--- src/rtl/switch_box_param_if.sv ---
`default_nettype none
// ============================================================================
// Module   : switch_box_param_if
// Purpose  : Routing buses and configuration port of the switch box.
// Revision : 1.0
// ============================================================================
interface switch_box_param_if #(
  parameter int NUM_TRACKS = 4,
  parameter int WIDTH      = 1,
  parameter int NUM_PE     = 1
) ();
  logic [4*NUM_TRACKS*WIDTH-1:0] in_wire;
  logic [NUM_PE*WIDTH-1:0]       pe_output;
  logic [4*NUM_TRACKS*WIDTH-1:0] out_wire;
  logic                          config_en;
  logic [7:0]                    config_addr;
  logic [31:0]                   config_data;
  logic                          config_commit;
  logic                          config_rd_en;
  logic [31:0]                   config_rd_data;
  logic                          config_rd_valid;

  modport master (
    output in_wire, pe_output, config_en, config_addr, config_data,
           config_commit, config_rd_en,
    input  out_wire, config_rd_data, config_rd_valid
  );

  modport slave (
    input  in_wire, pe_output, config_en, config_addr, config_data,
           config_commit, config_rd_en,
    output out_wire, config_rd_data, config_rd_valid
  );
endinterface
`default_nettype wire

--- src/rtl/switch_box_param.sv ---
`default_nettype none
// ============================================================================
// Module   : switch_box_param
// Purpose  : Configurable 4-sided switch box with shadow/active selector banks.
//            Define SB_OUTPUT_REG_EN to register every out_wire bit.
// Revision : 1.0
// ============================================================================
module switch_box_param #(
  parameter int NUM_TRACKS   = 4,
  parameter int WIDTH        = 1,
  parameter int NUM_PE       = 1,
  parameter int EXCLUDE_SIDE = 2
) (
  input wire clk,
  input wire reset,
  switch_box_param_if.slave sb
);
  localparam int c_sel_w = $clog2(3 + NUM_PE);
  localparam int c_spw   = 32 / c_sel_w;
  localparam int c_nsel  = 4 * NUM_TRACKS;
  localparam int c_bus   = c_nsel * WIDTH;

  logic [c_sel_w-1:0] r_shadow     [c_nsel];
  logic [c_sel_w-1:0] r_active     [c_nsel];
  logic [c_sel_w-1:0] w_shadow_nxt [c_nsel];
  logic [31:0]        w_rd_word;
  logic [31:0]        r_rd_data;
  logic               r_rd_valid;
  logic [c_bus-1:0]   w_mux;

  // Excluded-side selectors are never written, so they stay at their reset 0.
  always_comb begin
    for (int i = 0; i < c_nsel; i++) begin
      w_shadow_nxt[i] = r_shadow[i];
      if (sb.config_en && (32'(sb.config_addr) == 32'(i / c_spw)) &&
          ((i / NUM_TRACKS) != EXCLUDE_SIDE))
        w_shadow_nxt[i] = sb.config_data[(i % c_spw) * c_sel_w +: c_sel_w];
    end
  end

  // Addresses beyond the last word match no selector and read as zero.
  always_comb begin
    w_rd_word = '0;
    for (int i = 0; i < c_nsel; i++) begin
      if (32'(sb.config_addr) == 32'(i / c_spw))
        w_rd_word[(i % c_spw) * c_sel_w +: c_sel_w] = r_shadow[i];
    end
  end

  // Commit copies the post-write shadow so a same-cycle write is included.
  always_ff @(posedge clk) begin
    if (reset) begin
      for (int i = 0; i < c_nsel; i++) begin
        r_shadow[i] <= '0;
        r_active[i] <= '0;
      end
      r_rd_data  <= '0;
      r_rd_valid <= 1'b0;
    end else begin
      for (int i = 0; i < c_nsel; i++) begin
        r_shadow[i] <= w_shadow_nxt[i];
        if (sb.config_commit)
          r_active[i] <= w_shadow_nxt[i];
      end
      r_rd_valid <= sb.config_rd_en;
      if (sb.config_rd_en)
        r_rd_data <= w_rd_word;
    end
  end

  assign sb.config_rd_data  = r_rd_data;
  assign sb.config_rd_valid = r_rd_valid;

  for (genvar gi = 0; gi < c_nsel; gi++) begin : g_out
    localparam int c_s  = gi / NUM_TRACKS;
    localparam int c_t  = gi % NUM_TRACKS;
    localparam int c_u0 = (c_s + 1) % 4;
    localparam int c_u1 = (c_s + 2) % 4;
    localparam int c_u2 = (c_s + 3) % 4;
    localparam int c_i0 = (c_u0 * NUM_TRACKS + (c_t + (c_u0 + 3) % 4) % NUM_TRACKS) * WIDTH;
    localparam int c_i1 = (c_u1 * NUM_TRACKS + (c_t + (c_u1 + 3) % 4) % NUM_TRACKS) * WIDTH;
    localparam int c_i2 = (c_u2 * NUM_TRACKS + (c_t + (c_u2 + 3) % 4) % NUM_TRACKS) * WIDTH;

    if (c_s == EXCLUDE_SIDE) begin : g_excl
      assign w_mux[gi*WIDTH +: WIDTH] = '0;
    end else begin : g_drive
      logic [WIDTH-1:0] w_val;
      always_comb begin
        w_val = '0;
        if (r_active[gi] == c_sel_w'(0))
          w_val = sb.in_wire[c_i0 +: WIDTH];
        else if (r_active[gi] == c_sel_w'(1))
          w_val = sb.in_wire[c_i1 +: WIDTH];
        else if (r_active[gi] == c_sel_w'(2))
          w_val = sb.in_wire[c_i2 +: WIDTH];
        else begin
          for (int p = 0; p < NUM_PE; p++) begin
            if (r_active[gi] == c_sel_w'(3 + p))
              w_val = sb.pe_output[p*WIDTH +: WIDTH];
          end
        end
      end
      assign w_mux[gi*WIDTH +: WIDTH] = w_val;
    end
  end

  if (c_spw * c_sel_w < 32) begin : g_pad
    logic w_unused_cfg_bits;
    assign w_unused_cfg_bits = ^sb.config_data[31:c_spw*c_sel_w];
  end

`ifdef SB_OUTPUT_REG_EN
  logic [c_bus-1:0] r_out;
  always_ff @(posedge clk) begin
    if (reset)
      r_out <= '0;
    else
      r_out <= w_mux;
  end
  assign sb.out_wire = r_out;
`else
  assign sb.out_wire = w_mux;
`endif
endmodule
`default_nettype wire
--- src/flat_wrapper.sv ---
// flat-port wrapper written by rule: the top's interface ports become plain ports
module switch_box_param_flat 
#(
  parameter int NUM_TRACKS   = 4,
  parameter int WIDTH        = 1,
  parameter int NUM_PE       = 1,
  parameter int EXCLUDE_SIDE = 2
)
  (clk, reset, sb_in_wire, sb_pe_output, sb_config_en, sb_config_addr, sb_config_data, sb_config_commit, sb_config_rd_en, sb_out_wire, sb_config_rd_data, sb_config_rd_valid);
  switch_box_param_if #(.NUM_TRACKS(NUM_TRACKS), .WIDTH(WIDTH), .NUM_PE(NUM_PE)) sb_i ();
  input wire clk;
  input wire reset;
  input wire logic [$bits(sb_i.in_wire)-1:0] sb_in_wire;
  input wire logic [$bits(sb_i.pe_output)-1:0] sb_pe_output;
  input wire logic [$bits(sb_i.config_en)-1:0] sb_config_en;
  input wire logic [$bits(sb_i.config_addr)-1:0] sb_config_addr;
  input wire logic [$bits(sb_i.config_data)-1:0] sb_config_data;
  input wire logic [$bits(sb_i.config_commit)-1:0] sb_config_commit;
  input wire logic [$bits(sb_i.config_rd_en)-1:0] sb_config_rd_en;
  output wire logic [$bits(sb_i.out_wire)-1:0] sb_out_wire;
  output wire logic [$bits(sb_i.config_rd_data)-1:0] sb_config_rd_data;
  output wire logic [$bits(sb_i.config_rd_valid)-1:0] sb_config_rd_valid;
  assign sb_i.in_wire = sb_in_wire;
  assign sb_i.pe_output = sb_pe_output;
  assign sb_i.config_en = sb_config_en;
  assign sb_i.config_addr = sb_config_addr;
  assign sb_i.config_data = sb_config_data;
  assign sb_i.config_commit = sb_config_commit;
  assign sb_i.config_rd_en = sb_config_rd_en;
  assign sb_out_wire = sb_i.out_wire;
  assign sb_config_rd_data = sb_i.config_rd_data;
  assign sb_config_rd_valid = sb_i.config_rd_valid;
  switch_box_param #(.NUM_TRACKS(NUM_TRACKS), .WIDTH(WIDTH), .NUM_PE(NUM_PE), .EXCLUDE_SIDE(EXCLUDE_SIDE)) u_core (.clk(clk), .reset(reset), .sb(sb_i));
endmodule
--- config.mk ---
export PLATFORM = sky130hd
export DESIGN_NAME = switch_box_param_flat
export DESIGN_NICKNAME = d
export VERILOG_FILES = /design/src/rtl/switch_box_param_if.sv /design/src/rtl/switch_box_param.sv /design/src/flat_wrapper.sv
export SDC_FILE = /design/constraint.sdc
export NUM_CORES = 1
export LEC_CHECK = 0
export ABC_CLOCK_PERIOD_IN_PS = 4300
export CORE_ASPECT_RATIO = 1.4
export CORE_MARGIN = 2
export CORE_UTILIZATION = 48
export DETAILED_ROUTE_END_ITERATION = 8
export GPL_ROUTABILITY_DRIVEN = 0
export PLACE_DENSITY = 0.82
export SYNTH_ARGS = -nofsm -noshare
export SYNTH_HDL_FRONTEND = slang
export SYNTH_SLANG_ARGS = --single-unit
--- constraint.sdc ---
create_clock -name clk -period 4.3 [get_ports clk]
set_input_delay 1.075 -clock clk [delete_from_list [all_inputs] [get_ports clk]]
set_output_delay 1.075 -clock clk [all_outputs]
set_load 0.01 [all_outputs]
---- Yosys cells after proc, flatten, opt, wreduce, memory -nomap -nowiden ----
Memory sizes are Yosys's and may differ from the RTL's.
Index checks and enable logic that the tools add are counted.
cells by class
  equality and inequality tests ........... 36
  mux-type cells .......................... 114
  bitwise gates (word level) .............. 32
  reductions and logical operators ........ 14
operator list
  operator              count
  $mux W2               60
  $mux W1               54
  $eq A2 B2 Y1 const B  24
  $or A1 B1 Y1          32
  $eq A2 B1 Y1 const B  12
  $logic_not A2 Y1      12
  $logic_not A8 Y1      1
  $logic_and A1 B1 Y1   1
word-level totals
  register bits ........................... 33
  memory bits (writable) .................. 64
  input port bits ......................... 62
  memories ................................ 2
memory list
  memory           words  width  rd ports  clocked after Yosys merged registers in  wr ports  RTL line                RTL
  u_core.r_active  16     2      12        0                                        16        switch_box_param.sv:24  logic [c_sel_w-1:0] r_active [c_nsel];
  u_core.r_shadow  16     2      16        0                                        16        switch_box_param.sv:23  logic [c_sel_w-1:0] r_shadow [c_nsel];

---- Logic depth before layout (Yosys ltp) ----
Gate-level depths: netlist of run 1.
An unclocked memory read counts as a cell.
  depth after elaboration ................. 6
  mapped depth ............................ 5
  gate-level depth less buffers ........... 3

---- Worst setup path after synthesis of run 1 ----
No wires, ideal clock.
  path type ............................... input port to output port
  from .................................... input port sb_pe_output
  to ...................................... output port sb_out_wire[12]
  data arrival time ....................... 1.830 ns
  data required time ...................... 3.225 ns
  slack ................................... 1.395 ns
  stages on the path ...................... 3
  path through ............................ clkbuf_1 mux4_2 buf_4
between the ends
  word-level cells in the longest chain between the ends .. 4
RTL lines
  item                RTL line                RTL
  start: declaration  flat_wrapper.sv:14      input wire logic [$bits(sb_i.pe_output)-1:0] sb_pe_output;
  $mux W1             switch_box_param.sv:98  if (r_active[gi] == c_sel_w'(3 + p))
  $mux W1             switch_box_param.sv:94  else if (r_active[gi] == c_sel_w'(2))
  $mux W1             switch_box_param.sv:92  else if (r_active[gi] == c_sel_w'(1))
  $mux W1             switch_box_param.sv:90  if (r_active[gi] == c_sel_w'(0))
  end: declaration    flat_wrapper.sv:20      output wire logic [$bits(sb_i.out_wire)-1:0] sb_out_wire;
Every way passes these cells.

---- Worst setup path in the final report of run 1 ----
  from .................................... input port sb_pe_output
  to ...................................... output port sb_out_wire[0]
Same word-level chain as after synthesis.

==> results of run 1 <==
-- cell usage in the layout, fill, tap and decap left out --
cell,synthesis,final
edfxtp_1,24,24
clkdlybuf4s50_1,0,90
nand2b_1,25,25
a21oi_1,64,64
nand4_1,48,48
nor2b_1,1,1
inv_1,1,1
conb_1,1,12
clkbuf_8,0,9
mux4_2,12,12
or2_2,1,1
o31ai_1,4,4
buf_4,26,6
clkbuf_16,0,1
clkinv_4,0,1
or4_2,0,2
clkinv_2,0,1
o31ai_2,8,8
nor4_2,0,2
dfxtp_1,49,49
bufinv_16,0,2
clkinvlp_4,0,2
o31ai_4,12,12
-- worst max-delay path, delay by kind of cell --
kind | cells | cell delay [ns]
mux | 1 | 0.53
buf+inv | 2 | 1.06
-- final timing paths --
path / slack [ns] / endpoint
min reg2reg: 0.47 / u_core.sb.config_rd_data[26]
min: 0.47 / u_core.sb.config_rd_data[26]
max reg2reg: 3.39 / u_core.r_active[4][0]
max: 0.56 / sb_out_wire[0]
-- layer usage --
metal / vias to the layer above / part of all wire, % / GRT usage [%]
li1: 1284 / - / -
met1: 1333 / 43 / 28.60
met2: 130 / 49 / 33.63
met3: 13 / 6.2 / 4.195
met4: 0 / 2.1 / 8.701
met5: - / 0 / 0
-- sequential cells by signal (all words and copies together) (netlist names) --
signal                     count
u_core.r_active               24
u_core.sb.config_rd_data      24
u_core.r_shadow               24
u_core.sb.config_rd_valid      1
-- metrics by stage --
step                instance area, um^2  hold WS (ns)  setup WS, ns
finish                             4543        0.4736        0.5554
global route                       4543        0.5026        0.4357
CTS                                4543        0.4773        0.5307
detailed placement                 4305        0.4644        0.5349
global placement                   4305        0.4548        0.5781
floorplan                          3585        0.4648         1.395
-- logic make-up after synthesis --
logic type,share of synthesized area [%]
flops,48.02
other cells,0.1058
mux,7.627
simple gates,14.02
compound gates,19.92
buf+inv,10.31
-- power groups by stage --
stage / Combinational [mW] / Clock (mW) / Sequential (mW)
finish: 0.160 / 0.618 / 0.726
floorplan: 0.0981 / 0 / 0.740
global placement: 0.156 / 0 / 0.742
CTS: 0.160 / 0.625 / 0.727
global route: 0.169 / 0.652 / 0.727
detailed placement: 0.159 / 0 / 0.742
-- final cells by class --
cell class	count	area share, %
clock buffers	10	3.277
clock inverters	6	1.955
inverters	1	0.08262
multi-input cells	191	33.74
flip-flops and latches	73	37.46
well taps	97	2.671
repair buffers	96	20.82
==> out/qor.csv, run 1 <==
stage;metric;value;unit
run_status;outcome;completed;
worst_hold_path;holdPathStages;2;
synthesis;synth_edf_count;24;
synthesis;synth_area_leaders;dfxtp_1 28%, edfxtp_1 20%, a21oi_1 9.0%;
clock_network;clkSinkCount;73;
grt;grt-ovfl-total;0;
timing;worst_slew_pin_slew;0.9811;ns
worst_setup_path;r2r_cells;2;
floorplan;initial_core_util;48.75;%
finish;fillers;595;
routing;postRouteAntennaNets;0;
floorplan;die_area;8095;um^2
worst_setup_path;crit_type;in2out;
clock_network;clk_pin_slew_worst_paths;0.08;ns
floorplan;core;7268;um^2
place;placed_cells;458;
finish;diodes;0;
clock_network;h-tree-depth;3;
grt;grt_usage;21.24;%
finish;area_delta_synth_final;28.21;%
synthesis;synth_most_common_cell;a21oi_1;
worst_hold_path;hp-class;reg2reg;
place;portBuffers;90;
worst_setup_path;worstReg2RegStart;u_core.r_shadow[1][0];
worst_setup_path;path_common_cell;clkdlybuf4s50_1;
synthesis;postSynthAreaPerCell;11.32;um^2
routing;dr_total_vias;2760;
pwr;p_leak;1.406;nW
timing;period_minus_slack;3.745;ns
clock_network;ctsHoldBuffers;0;
pwr;peakVddDrop;0.2501;mV
finish;finalCoreUtilization;62.51;%
finish;instances_no_fill;474;
pwr;p_total;1.504;mW
pwr;comb_power_share;10.7;%
flow_run;timing.max_cap.violations;0;
clock_network;cts-root-buf;clkbuf_8;
floorplan;die_w;76.62;um
pwr;cellPowerDensity;331.1;nW/um^2
floorplan;die_y;105.7;um
routing;drc;0;
routing;wl;8.416;mm
finish;ff_latch_area;1702;um^2
synthesis;synth_common_cells;64 x a21oi_1, 49 x dfxtp_1, 48 x nand4_1;
synthesis;netlist_instances;313;
floorplan;num_io_pins;111;
worst_setup_path;cp.required;3.22;ns
worst_setup_path;slowest_stage;clkdlybuf4s50_1;
grt;grt_first_pass_wirelength;13.47;mm
timing;finalSetupViolCount;0;
timing;grt_setup_unrepaired;false;
routing;firstDrtPassIters;5;
clock_network;tritoncts;built;
clock_network;clockBufferDepth;2;
pwr;clockPowerShare;41.1;%
worst_hold_path;hold_start;u_core.sb.config_rd_data[26];
routing;avgRoutedWirePerCell;17.76;um
clock_network;clk_latency;0.34;ns
worst_setup_path;cp_max_fo;12;
finish;multi_input_area;1533;um^2
worst_setup_path;path_cells;clkdlybuf4s50_1 > mux4_2 > clkdlybuf4s50_1;
timing;hold_violations;0;
pwr;p_int;1.166;mW
synthesis;synthArstFlopShare;0;%
synthesis;yosys_warnings;0;
timing;fin_crit_sh;87.08;%
finish;nets;434;
synthesis;ys_ff_latch;73;
place;hpwl;5.685;mm
grt;grt_pass1_vias;2596;
pwr;p_sw_share;22.48;%
timing;max_freq;0.2670;GHz
synthesis;synth_cell_type_count;21;
worst_setup_path;crit_arrival;2.67;ns
timing;fin_skew;0.008780;ns
routing;vias_per_cell;5.823;
routing;drtIter0Drc;126;
synthesis;ys_seq_area_share;48.02;%
pwr;seqPwrFrac;48.3;%
worst_setup_path;cp-start-kind;input pin;
pwr;p_sw;338.1;uW
synthesis;ys.flop_type;dfxtp_1;
synthesis;yosysTopAreaCellShare;27.68;%
worst_setup_path;critPathMaxStageDelay;0.57;ns
clock_network;cts_made_buffers;9;
timing;slew_headroom;34.59;%
timing;finalMaxSlewViolations;0;
floorplan;placementRows;37;
synthesis;syn_area;3543;um^2
timing;tns;0;ns
grt;grt_max_degree;50;
clock_network;cts_resized;0;
grt;antenna_found_initial;0;
synthesis;yosys.area.top_type;dfxtp_1;
clock_network;cts_setup_buffers;0;
worst_setup_path;endpoint_kind;output port;
worst_setup_path;startpoint;sb_pe_output;
finish;drive_gt1_share;15.65;%
Power figures use the tool's default switching activity.
==> run 2: changes to the inputs <==
--- a/config.mk
+++ b/config.mk
@@ -5,7 +5,6 @@
 export SDC_FILE = /design/constraint.sdc
 export NUM_CORES = 1
 export LEC_CHECK = 0
-export ABC_CLOCK_PERIOD_IN_PS = 4300
 export CORE_ASPECT_RATIO = 1.4
 export CORE_MARGIN = 2
 export CORE_UTILIZATION = 48
==> results of run 2 <==
The final DEF is identical to that of run 1; final timing and power are the same.
